<file path="config.mk">
export PLATFORM = sky130hd
export DESIGN_NAME = instr_encoder_loader
export DESIGN_NICKNAME = d
export VERILOG_FILES = /design/src/rtl/instr_encoder_loader_pkg.sv /design/src/rtl/instr_encoder_loader_encode.sv /design/src/rtl/instr_encoder_loader.sv
export SDC_FILE = /design/constraint.sdc
export NUM_CORES = 1
export LEC_CHECK = 0
export CAP_MARGIN = 25
export CORE_MARGIN = 2
export CORE_UTILIZATION = 40
export CTS_BUF_LIST = sky130_fd_sc_hd__clkbuf_8
export CTS_CLUSTER_DIAMETER = 150
export CTS_CLUSTER_SIZE = 24
export DETAILED_ROUTE_END_ITERATION = 10
export GPL_TIMING_DRIVEN = 0
export PLACE_DENSITY = 0.78
export SYNTH_ARGS = -nofsm -noshare
export SYNTH_HDL_FRONTEND = slang
export SYNTH_HIERARCHICAL = 1
export SYNTH_SLANG_ARGS = --single-unit
</file>
<file path="constraint.sdc">
create_clock -name clk -period 1.45 [get_ports clk]
set_input_delay 0.2175 -clock clk [delete_from_list [all_inputs] [get_ports clk]]
set_output_delay 0.2175 -clock clk [all_outputs]
set_load 0.01 [all_outputs]
</file>
<file path="src/rtl/instr_encoder_loader_pkg.sv">
// Shared instruction-set constants: opcodes and funct codes common to the
// loader/encoder and the main control decoder, plus mnemonic, format and
// loader state types.
package instr_encoder_loader_pkg;

  localparam logic [5:0] OP_RTYPE  = 6'b000000;
  localparam logic [5:0] OP_LW     = 6'b100011;
  localparam logic [5:0] OP_SW     = 6'b101011;
  localparam logic [5:0] OP_BEQ    = 6'b000100;
  localparam logic [5:0] OP_NANDI  = 6'b010000;
  localparam logic [5:0] OP_BLEZAL = 6'b100100;
  localparam logic [5:0] OP_JALPC  = 6'b011111;
  localparam logic [5:0] OP_J      = 6'b000010;
  localparam logic [5:0] OP_BALN   = 6'b011011;

  localparam logic [5:0] FN_ADD    = 6'b100000;
  localparam logic [5:0] FN_SUB    = 6'b100010;
  localparam logic [5:0] FN_AND    = 6'b100100;
  localparam logic [5:0] FN_OR     = 6'b100101;
  localparam logic [5:0] FN_SLT    = 6'b101010;
  localparam logic [5:0] FN_BRV    = 6'b010100;
  localparam logic [5:0] FN_JMXOR  = 6'b100011;

  typedef enum logic [3:0] {
    MN_ADD    = 4'd0,  MN_SUB    = 4'd1,  MN_AND   = 4'd2,  MN_OR    = 4'd3,
    MN_SLT    = 4'd4,  MN_BRV    = 4'd5,  MN_JMXOR = 4'd6,  MN_LW    = 4'd7,
    MN_SW     = 4'd8,  MN_BEQ    = 4'd9,  MN_J     = 4'd10, MN_NANDI = 4'd11,
    MN_BLEZAL = 4'd12, MN_JALPC  = 4'd13, MN_BALN  = 4'd14, MN_ILLEGAL = 4'd15
  } mnem_e;

  typedef enum logic [1:0] {FMT_R, FMT_I, FMT_J, FMT_NONE} fmt_e;

  typedef enum logic [1:0] {ST_IDLE, ST_WRITE, ST_FULL} state_e;

  function automatic fmt_e mnem_fmt(input mnem_e m);
    case (m)
      MN_ADD, MN_SUB, MN_AND, MN_OR, MN_SLT, MN_BRV, MN_JMXOR: mnem_fmt = FMT_R;
      MN_LW, MN_SW, MN_BEQ, MN_NANDI, MN_BLEZAL, MN_JALPC:      mnem_fmt = FMT_I;
      MN_J, MN_BALN:                                           mnem_fmt = FMT_J;
      default:                                                 mnem_fmt = FMT_NONE;
    endcase
  endfunction

endpackage

</file>
<file path="src/rtl/instr_encoder_loader_encode.sv">
// Combinational encoder: mnemonic plus fields to a 32-bit instruction word.
// Fields unused by the selected format are dropped, never merged into the word.
module instr_encode
  import instr_encoder_loader_pkg::*;
(
  input  logic [3:0]  mnem_i,
  input  logic [4:0]  rs_i,
  input  logic [4:0]  rt_i,
  input  logic [4:0]  rd_i,
  input  logic [4:0]  shamt_i,
  input  logic [15:0] imm_i,
  input  logic [25:0] target_i,
  output logic [31:0] word_o,
  output logic        legal_o
);

  mnem_e      mnem;
  logic [5:0] op;
  logic [5:0] funct;

  assign mnem = mnem_e'(mnem_i);

  // Select opcode/funct, then pack fields according to the instruction format.
  always_comb begin
    op      = OP_RTYPE;
    funct   = 6'b000000;
    word_o  = 32'h0;
    legal_o = 1'b1;
    case (mnem)
      MN_ADD:    funct = FN_ADD;
      MN_SUB:    funct = FN_SUB;
      MN_AND:    funct = FN_AND;
      MN_OR:     funct = FN_OR;
      MN_SLT:    funct = FN_SLT;
      MN_BRV:    funct = FN_BRV;
      MN_JMXOR:  funct = FN_JMXOR;
      MN_LW:     op    = OP_LW;
      MN_SW:     op    = OP_SW;
      MN_BEQ:    op    = OP_BEQ;
      MN_NANDI:  op    = OP_NANDI;
      MN_BLEZAL: op    = OP_BLEZAL;
      MN_JALPC:  op    = OP_JALPC;
      MN_J:      op    = OP_J;
      MN_BALN:   op    = OP_BALN;
      default:   op    = OP_RTYPE;
    endcase
    case (mnem_fmt(mnem))
      FMT_R:   word_o = {OP_RTYPE, rs_i, rt_i, rd_i, shamt_i, funct};
      FMT_I:   word_o = {op, rs_i, rt_i, imm_i};
      FMT_J:   word_o = {op, target_i};
      default: legal_o = 1'b0;
    endcase
  end

endmodule

</file>
<file path="src/rtl/instr_encoder_loader.sv">
// Boot-time instruction loader: accepts encode requests, writes the encoded
// words to sequential instruction-memory addresses, one word per two cycles.
//
//   state    | meaning
//   ST_IDLE  | ready for a request
//   ST_WRITE | imem_we high for this single cycle, address/data held
//   ST_FULL  | DEPTH words written; requests only set err
module instr_encoder_loader
  import instr_encoder_loader_pkg::*;
#(
  parameter int ADDR_W    = 8,
  parameter int BASE_ADDR = 0,
  parameter int DEPTH     = 256
) (
  input  logic              clk,
  input  logic              reset,
  input  logic              clear,
  input  logic              in_valid,
  output logic              in_ready,
  input  logic [3:0]        in_mnem,
  input  logic [4:0]        in_rs,
  input  logic [4:0]        in_rt,
  input  logic [4:0]        in_rd,
  input  logic [4:0]        in_shamt,
  input  logic [15:0]       in_imm,
  input  logic [25:0]       in_target,
  output logic              imem_we,
  output logic [ADDR_W-1:0] imem_addr,
  output logic [31:0]       imem_wdata,
  output logic [ADDR_W:0]   count,
  output logic              full,
  output logic              err
);

  localparam logic [ADDR_W-1:0] BASE_C  = ADDR_W'(BASE_ADDR);
  localparam logic [ADDR_W:0]   DEPTH_C = (ADDR_W+1)'(DEPTH);

  state_e              state_q, state_d;
  logic [ADDR_W-1:0]   addr_q, addr_d;
  logic [ADDR_W:0]     count_q, count_d;
  logic [31:0]         wdata_q, wdata_d;
  logic                err_q, err_d;
  logic [31:0]         enc_word;
  logic                enc_legal;

  instr_encode u_encode (
    .mnem_i   (in_mnem),
    .rs_i     (in_rs),
    .rt_i     (in_rt),
    .rd_i     (in_rd),
    .shamt_i  (in_shamt),
    .imm_i    (in_imm),
    .target_i (in_target),
    .word_o   (enc_word),
    .legal_o  (enc_legal)
  );

  assign imem_addr  = addr_q;
  assign imem_wdata = wdata_q;
  assign count      = count_q;
  assign full       = (count_q == DEPTH_C);
  assign err        = err_q;

  // State and datapath registers; reset also kills an in-flight write strobe.
  always_ff @(posedge clk or posedge reset) begin
    if (reset) begin
      state_q <= ST_IDLE;
      addr_q  <= BASE_C;
      count_q <= '0;
      wdata_q <= 32'h0;
      err_q   <= 1'b0;
    end else begin
      state_q <= state_d;
      addr_q  <= addr_d;
      count_q <= count_d;
      wdata_q <= wdata_d;
      err_q   <= err_d;
    end
  end

  // Next-state, handshake and write strobe; clear beats a same-cycle request.
  always_comb begin
    state_d  = state_q;
    addr_d   = addr_q;
    count_d  = count_q;
    wdata_d  = wdata_q;
    err_d    = err_q;
    in_ready = 1'b0;
    imem_we  = 1'b0;
    case (state_q)
      ST_IDLE: begin
        in_ready = 1'b1;
        if (clear) begin
          addr_d  = BASE_C;
          count_d = '0;
          err_d   = 1'b0;
        end else if (in_valid) begin
          if (enc_legal) begin
            wdata_d = enc_word;
            state_d = ST_WRITE;
          end else begin
            err_d = 1'b1;
          end
        end
      end
      ST_WRITE: begin
        imem_we = 1'b1;
        if (clear) begin
          addr_d  = BASE_C;
          count_d = '0;
          err_d   = 1'b0;
          state_d = ST_IDLE;
        end else begin
          addr_d  = addr_q + 1'b1;
          count_d = count_q + 1'b1;
          state_d = ((count_q + 1'b1) == DEPTH_C) ? ST_FULL : ST_IDLE;
        end
      end
      ST_FULL: begin
        if (clear) begin
          addr_d  = BASE_C;
          count_d = '0;
          err_d   = 1'b0;
          state_d = ST_IDLE;
        end else if (in_valid) begin
          err_d = 1'b1;
        end
      end
      default: state_d = ST_IDLE;
    endcase
  end

endmodule
</file>
# After elaboration in Yosys (flattened, before gate mapping)
# Memories as Yosys holds them, arrays and structs flattened.
# Index checks and enable logic that the tools add are counted.
[totals] inputBits=70 romBits=32 memories=1 register_bits=52 out_inout_bits=53
[memory_table] name="(no name shown)" depth=16 width=2 rd=1 rd_clocked_by_memory_dff=0 write_ports=0 line_no="instr_encoder_loader_pkg.sv:36" source="case (m)"
[op_classes] bitwise_logic=1 add_sub_neg=2 reduce_logical=11 n_eq_ne=29 muxes=26
[op_table] op="32-bit one-hot mux with 3 select lines" n=1
[op_table] op="6-bit one-hot mux with 8 select lines" n=1
[op_table] op="6-bit one-hot mux with 7 select lines" n=1
[op_table] op="4-bit == test (second input constant)" n=7
[op_table] op="9-bit == test (second input constant)" n=2
[op_table] op="9-bit two-way mux" n=2
[op_table] op="9-bit one-hot mux with 2 select lines" n=1
[op_table] op="4-bit by 3-bit == test with 1-bit output (second input constant)" n=4
[op_table] op="8-bit two-way mux" n=2
[op_table] op="8-bit one-hot mux with 2 select lines" n=1
[op_table] op="2-bit two-way mux" n=6
[op_table] op="2-bit inequality test (second input constant)" n=5
[op_table] op="9-bit by 1-bit adder with 9-bit output (second input constant)" n=1
[op_table] op="1-bit two-way mux" n=9
[op_table] op="3-bit inequality test (second input constant)" n=3
[op_table] op="8-bit by 1-bit adder with 8-bit output (second input constant)" n=1
[op_table] op="4-bit by 2-bit == test with 1-bit output (second input constant)" n=2
[op_table] op="4-bit AND reduction" n=2
[op_table] op="2-bit one-hot mux with 3 select lines" n=1
[op_table] op="5-bit AND reduction" n=1
[op_table] op="2-bit by 1-bit == test with 1-bit output (second input constant)" n=2
[op_table] op="2-bit == test (second input constant)" n=2
[op_table] op="4-bit by 1-bit == test with 1-bit output (second input constant)" n=1
[op_table] op="2-bit zero test" n=2
[op_table] op="other kinds (9)" n=9

# Logic depth before layout (Yosys ltp)
# Gate-level depths: netlist (run 1).
# An unclocked memory read counts as a cell.
[depth] ltp_word=8 ltp_mapped=6

# Modules after synthesis
# The synthesis (run 1) kept the hierarchy.
[by_module_without_submodules] mod="instr_encoder_loader" instances=1 area_per_inst_um2=2294.7 cells_per_inst=192 seq_area_each_um2=1301.2
[by_module_without_submodules] mod="instr_encode" instances=1 area_per_inst_um2=715.7 cells_per_inst=100 seq_area_each_um2=0.0

# Worst setup path before layout (run 1)
# OpenSTA, ideal clock, no wires.
[synth_path] kind="input-to-reg" startpoint="input port in_mnem[3]" endpoint="register wdata_q[0] (netlist: imem_wdata[0])" path_buffers=3 path_slack_ps=-170 t_arrival_ps=1495 required_ps=1325 cell_stages=6 cell_sequence="buf_6 clkbuf_1 nand4_1 nand4_1 buf_2 mux2_2"
[synth_between] elab_chain_len=5
[synth_rtl] item="start: declaration" line_no="instr_encoder_loader.sv:20" source="input logic [3:0] in_mnem,"
[synth_rtl] item="memory 16 x 2 bit (*)"
[synth_rtl] item="2-bit by 1-bit == test with 1-bit output, or another cell as far along" line_no="instr_encoder_loader_encode.sv:47" source="case (mnem_fmt(mnem))"
[synth_rtl] item="3-bit OR reduction (no line) (*)"
[synth_rtl] item="1-bit two-way mux (*)" line_no="instr_encoder_loader_encode.sv:47"
[synth_rtl] item="via enc_legal" line_no="instr_encoder_loader.sv:44" source="logic enc_legal;"
[synth_rtl] item="4-bit AND reduction (no line) (*)"
[synth_rtl] item="end signal: assignment" line_no="instr_encoder_loader.sv:76" source="wdata_q <= wdata_d;"
[synth_rtl] item="end: declaration" line_no="instr_encoder_loader.sv:41" source="logic [31:0] wdata_q, wdata_d;"
# The timed path passes the listed nets; every way through them passes the cells marked *.
# A chain may end at the register's enable or synchronous reset.

# Final worst setup path (run 1)
[layout_path] startpoint="register count_q[3] (netlist: count[3])" endpoint="output port full"
[layout_between] elab_chain_len=1
[layout_rtl] item="start: declaration" line_no="instr_encoder_loader.sv:40" source="logic [ADDR_W:0] count_q, count_d;"
[layout_rtl] item="start signal: assignment" line_no="instr_encoder_loader.sv:75" source="count_q <= count_d;"
[layout_rtl] item="9-bit == test" line_no="instr_encoder_loader.sv:61" source="assign full = (count_q == DEPTH_C);"
[layout_rtl] item="end: declaration" line_no="instr_encoder_loader.sv:31" source="output logic full,"
# Every way passes these cells.

==> flow_summary.toml, run 1 <==
[status]
status = "finished, violations left"
violations = "setup timing"

[clocking]
clock-sinks = 52
cts_buffer_depth = 2
cts_tree = "done"
htree_levels = 2
clk_pin_slew_ps = 100
holdBufCountCts = 0
clk_latency_ps = 310
cts_root_buffer = "clkbuf_8"
cts_made_buffers = 5

[synthesis]
yosys.area.top_type_share_pct = 43.2
syn-instance-count = 292
yosysTopAreaCell = "dfrtp_1"
syn_nets = 365
syn_area_mm2 = 0.00301
ys_types = 56
synthTopCellsByArea = "dfrtp_1 43%, mux2_2 12%, a22o_1 7.0%"
synth_flop_cell = "dfrtp_1"
ys_async_sr_fraction_pct = 100
synth-seq-area-share_pct = 43.2
yosys_warnings = 6
synth_edf_count = 0
avgSynthCellArea_um2 = 10.3
synth_common_cells = "52 x dfrtp_1, 33 x mux2_2, 24 x a22o_1"
ys_seq_elements = 52
yosysMostFrequentCell = "dfrtp_1"

[timing]
setup_tns_ps = -4040
min_period_over_period_pct = 113
finalHoldViolCount = 0
whs_ps = 215
fin_crit_ps = 1640
timing.final.ws_setup_ps = -193
finClkSkew_ps = 4.37
worst_pin_slew_ps = 625
rsz0062_at_grt = "yes"
maxSlewViolCount = 0
setup_viol = 49
max_freq_mhz = 609
slew_headroom_pct = 58.2

[cells_and_area]
antenna_cells = 0
design_area_mm2 = 0.00522
fin_cells = 564
postLayoutCoreUtil_pct = 71.9
area_growth_pct = 73.2
multiInputGateArea_mm2 = 0.00165
fillers = 518
ff_latch_area_mm2 = 0.00132
fin_nets = 537
layout-drive-gt1-share_pct = 32.0

[power]
p_per_area_mw_per_mm2 = 799
peakVddDrop_v = 0.000460
p_leak_nw = 2.76
totalPowerFinal_mw = 4.17

[place]
gp_congestion = 0.825
port_buffers = 121
post-place-cells = 513
dp_hpwl_mm = 6.36
place_ws_ps = -889
placed_area_mm2 = 0.00439

[critical_path]
crit_chain = "nor4_4 -> and4_1 -> buf_2"
cp.required_ps = 1230
cp_max_fo = 2
end_kind = "output port"
r2r_cells = 4
rr_startpoint = "state_q[1]$_DFFE_PP0P_"
max_stage_delay_ps = 440
crit_type = "register to output port"
start_kind = "register"
crit_family = "simple AND/OR/NAND/NOR gates"
worst-endpoint-arrival_ps = 1430
path_buf_inv = 1
r2r-end = "imem_addr[5]$_DFFE_PP0P_"
cp_slowest_cell = "dfrtp_2"
regToRegSetupSlack_ps = -160

[global_routing]
antenna_found_initial = 0
grt_max_degree = 42
grt_util_all_layers_pct = 23.7
grt_pass1_wl_mm = 15.9
gr-total-overflow = 0
grt_pass1_vias = 3147

[routing]
drtAntennaViolNets = 0
drc = 0
drtIter0Drc = 107
drtPass1Iterations = 4
vias_per_cell = 5.66
wirelength_mm = 10.3
wire_per_inst_um = 18.2
num_vias = 3195

[floorplanning]
num_rows = 31
dieArea_mm2 = 0.00824
ios = 123
start_util_pct = 41.5
core_area_mm2 = 0.00725
die_h_um = 90.8
die-width_um = 90.8

[min_path]
hold_class = "input pin to asynchronous set/reset pin"

[flow_run]
maxCapViolations = 0
power breakdown:
group,internal [mW],switching [mW],total (mW)
Sequential,1.65,0.104,1.75
Clock,0.512,0.507,1.02
Combinational,0.842,0.552,1.39
Total,3.00,1.16,4.17
cell type report:
class	instances	area share, %
buffer	18	3.62
clock buffer	5	1.32
clock inverter	3	0.816
inverter	14	1.08
multi-input combinational	205	31.6
sequential	52	25.2
tap	99	2.38
timing repair buffer	168	34.0
kinds of logic (layout without fill, tap and decap cells):
logic type               count (synthesis)  count (layout)  share of synthesized area (%)
AND/OR/NAND/NOR                         76              76                           14.4
buffers and inverters                   35             208                           5.69
multiplexers                            34              34                           12.7
XOR/XNOR                                 4               4                           1.16
adder cells (fa/ha/maj)                  4               4                           1.58
AO/OA/AOI/OAI                           87              87                           21.3
flip-flops                              52              52                           43.2
registers in the layout (all words and copies together), names as in the netlist:
signal      flops
imem_wdata     32
count           9
imem_addr       8
state_q         2
err             1
placed cells by master (no fill, tap or decap), types with 3 or more instances in the layout:
master and n:
a22o_1 24, dfrtp_1 40, nand2b_1 3, mux2_2 33
and3_1 3, nand4_1 5, buf_8 5, buf_2 4
dlygate4sd2_1 18, inv_1 11, dfrtp_2 12, o21ai_1 3
nand2_2 3, nand2_1 13, dlymetal6s2s_1 31, clkbuf_8 5
clkdlybuf4s50_1 67, nand3_2 3, xor2_1 3, nor2_1 3
a21oi_1 6, a21o_1 11, a31oi_1 8, clkbuf_16 3
buf_4 28, o21ai_0 9, nand3_1 18, o211ai_1 5
buf_6 23
routing by layer:
layer  track usage (%)  wire length (µm)  vias to the layer above  share of wire, %
met5                 0                 0                        -                 0
met4              4.23               157                        0               1.5
met3              6.18               778                       19               7.6
met2              42.4              5300                      156                51
met1              29.0              4060                     1577                39
li1                  -                 -                     1443                 -
worst register-to-register path: cells and delay by family (launching register included):
family / cells / cell delay (ps)
flip-flops: 1 / 440
buffers and inverters: 1 / 130
AND/OR/NAND/NOR: 3 / 990
what timing repair did:
item | CTS | global route
gates cloned | 2 | 3
resized for setup | 81 | 64
buffers inserted | 35 | 6
pin swaps | 6 | 15
setup endpoints to repair | 73 | 83
worst max-delay path by stage:
stage                     slack (ps)                   endpoint  cells after the start                    from
final                           -190                       full                      3    count[3]$_DFFE_PP0P_
after global routing            -250                       full                      3    count[3]$_DFFE_PP0P_
after CTS                       -180                       full                      3    count[3]$_DFFE_PP0P_
after detailed placement        -890  imem_wdata[6]$_DFFE_PP0P_                      7              in_mnem[1]
after global placement          -840  imem_wdata[7]$_DFFE_PP0P_                      7              in_mnem[1]
after floorplan                  -70  imem_wdata[0]$_DFFE_PP0P_                      4  state_q[0]$_DFFE_PP0P_
No activity file was read; power rests on OpenSTA's default activity.
==> run 2, diff against run 1 <==
--- a/config.mk
+++ b/config.mk
@@ -6,14 +6,16 @@
 export NUM_CORES = 1
 export LEC_CHECK = 0
 export CAP_MARGIN = 25
+export CELL_PAD_IN_SITES_DETAIL_PLACEMENT = 1
+export CELL_PAD_IN_SITES_GLOBAL_PLACEMENT = 1
 export CORE_MARGIN = 2
-export CORE_UTILIZATION = 40
+export CORE_UTILIZATION = 30
 export CTS_BUF_LIST = sky130_fd_sc_hd__clkbuf_8
 export CTS_CLUSTER_DIAMETER = 150
-export CTS_CLUSTER_SIZE = 24
+export CTS_CLUSTER_SIZE = 40
 export DETAILED_ROUTE_END_ITERATION = 10
 export GPL_TIMING_DRIVEN = 0
-export PLACE_DENSITY = 0.78
+export PLACE_DENSITY_LB_ADDON = 0.1
 export SYNTH_ARGS = -nofsm -noshare
 export SYNTH_HDL_FRONTEND = slang
 export SYNTH_HIERARCHICAL = 1
==> flow_summary.toml, run 2 (same netlist as run 1, synthesis figures left out) <==
[timing]
max_freq_mhz = 616
setup_tns_ps = -5530
whs_ps = 333
maxSlewViolCount = 0
rsz0062_at_grt = "yes"
finalHoldViolCount = 0
finClkSkew_ps = 10.1
timing.final.ws_setup_ps = -174
slew_headroom_pct = 57.3
worst_pin_slew_ps = 638
min_period_over_period_pct = 112
setup_viol = 44
fin_crit_ps = 1620

[cells_and_area]
area_growth_pct = 73.3
final_cell_mix = "65 x clkdlybuf4s50_1, 41 x dfrtp_1, 33 x mux2_2, 31 x dlygate4sd2_1, 29 x buf_4"
fin_nets = 538
fillers = 1101
antenna_cells = 0
fin_cells = 598
layout-drive-gt1-share_pct = 31.4
layout_commonest_cell = "clkdlybuf4s50_1"
largest_reg_flops = 32

[clocking]
clk_latency_ps = 300
cts_root_buffer = "clkbuf_8"
cts_buffer_depth = 2
htree_levels = 2
cts_tree = "done"
holdBufCountCts = 0
cts_made_buffers = 5
clk_pin_slew_ps = 100
clock-sinks = 52

[power]
p_sw_share_pct = 29.7
pwr-share-clk_pct = 20.9
peakVddDrop_v = 0.000348
comb_power_share_pct = 35.2
totalPowerFinal_mw = 3.99
p_int_mw = 2.80
pwr-share-seq_pct = 43.9
netSwitchingPower_mw = 1.19
p_leak_nw = 2.68
p_per_area_mw_per_mm2 = 764

[critical_path]
crit_chain = "nor4_4 -> and4_1 -> buf_2"
cp_slowest_cell = "dfrtp_2"
cp.required_ps = 1230
crit_family = "simple AND/OR/NAND/NOR gates"
path_buf_inv = 1
start_kind = "register"
worst-endpoint-arrival_ps = 1410
max_stage_delay_ps = 430
end_kind = "output port"
crit_type = "register to output port"
cp_max_fo = 2

[place]
gp_congestion = 0.785
dp_hpwl_mm = 7.42
port_buffers = 121
post-place-cells = 547

[floorplanning]
start_util_pct = 30.8
die-width_um = 104
dieArea_mm2 = 0.0109
core_area_mm2 = 0.00977
num_rows = 36
die_h_um = 104
ios = 123

[global_routing]
grt_pass1_wl_mm = 17.4
grt_max_degree = 30
grt_pass1_vias = 3203
antenna_found_initial = 0
grt_util_all_layers_pct = 19.8
gr-total-overflow = 0

[routing]
wirelength_mm = 11.4
drtPass1Iterations = 4
drtIter0Drc = 97
drc = 0
vias_per_cell = 5.17
wire_per_inst_um = 19.0
num_vias = 3092
drtAntennaViolNets = 0

[flow_run]
maxCapViolations = 0

[min_path]
hold_class = "input pin to asynchronous set/reset pin"

[status]
violations = "setup timing"
status = "finished, violations left"
-- run 2: changes by cell type in the layout (fill, tap and decap cells not counted), sizes merged, moves of 2 or more --
cell	before	now
dlygate4sd2	18	31
dlymetal6s2s	31	22
clkdlybuf4s15	2	0
clkdlybuf4s50	67	65
-- run 2: power groups by stage --
stage / clock (mW) / combinational [mW] / sequential, mW
final: 0.832 / 1.40 / 1.75
after global routing: 0.916 / 1.51 / 1.78
after global placement: 0 / 1.33 / 1.78
after detailed placement: 0 / 1.35 / 1.80
after CTS: 0.853 / 1.37 / 1.76
after floorplan: 0 / 0.476 / 1.88
-- run 2: layer usage --
layer | global-route usage (%) | share of wire (%)
met5 | 0 | 0
met3 | 4.07 | 4.1
met1 | 24.2 | 43
met4 | 3.19 | 0.54
met2 | 36.6 | 52
-- run 2: through the flow --
step	area [µm²]	setup slack [ps]	utilization (%)
after global placement	4420	-863	45.2
after floorplan	3040	-73.9	-
after detailed placement	4440	-862	45.4
after CTS	4870	-172	49.8
final	5220	-174	53.4
after global routing	5220	-221	53.4
-- run 2: worst reg2reg max path, cell delays in order, from the launching register on --
cell and delay [ps]:
dfrtp_2 430, buf_6 130, and2b_1 200, nand4_1 110, buf_6 200, buf_8 150, mux2_2 270
-- run 2: worst paths after layout --
kind                                                   end                  startpoint  cells past startpoint  slack, ps
worst min-delay path            imem_wdata[16]$_DFFE_PP0P_                       reset                      2        330
min in group clk                           err$_DFFE_PP0P_                       clear                      2        460
worst max register to register  imem_wdata[18]$_DFFE_PP0P_      state_q[0]$_DFFE_PP0P_                      6       -160
worst min register to register  imem_wdata[25]$_DFFE_PP0P_  imem_wdata[25]$_DFFE_PP0P_                      1        510
worst max-delay path                                  full        count[3]$_DFFE_PP0P_                      3       -170
max in group asynchronous             count[4]$_DFFE_PP0P_                       reset                      3        560
-- run 2: layout make-up --
cell class	instances	area [µm²]	area share, %
inverters	14	56.3	1.08
plain buffers	18	203	3.88
flip-flops and latches	52	1320	25.2
clock inverters	2	8.76	0.168
repair buffers	169	1740	33.4
well taps	133	166	3.19
clock buffers	5	68.8	1.32
multi-input cells	205	1660	31.7
-- run 2: what timing repair did --
action	in CTS	in global routing
gates resized for setup	89	55
setup endpoints to repair	84	73
setup buffers	33	11
pin swaps	6	18
endpoints found under the hold margin	0	0
gates cloned	1	4
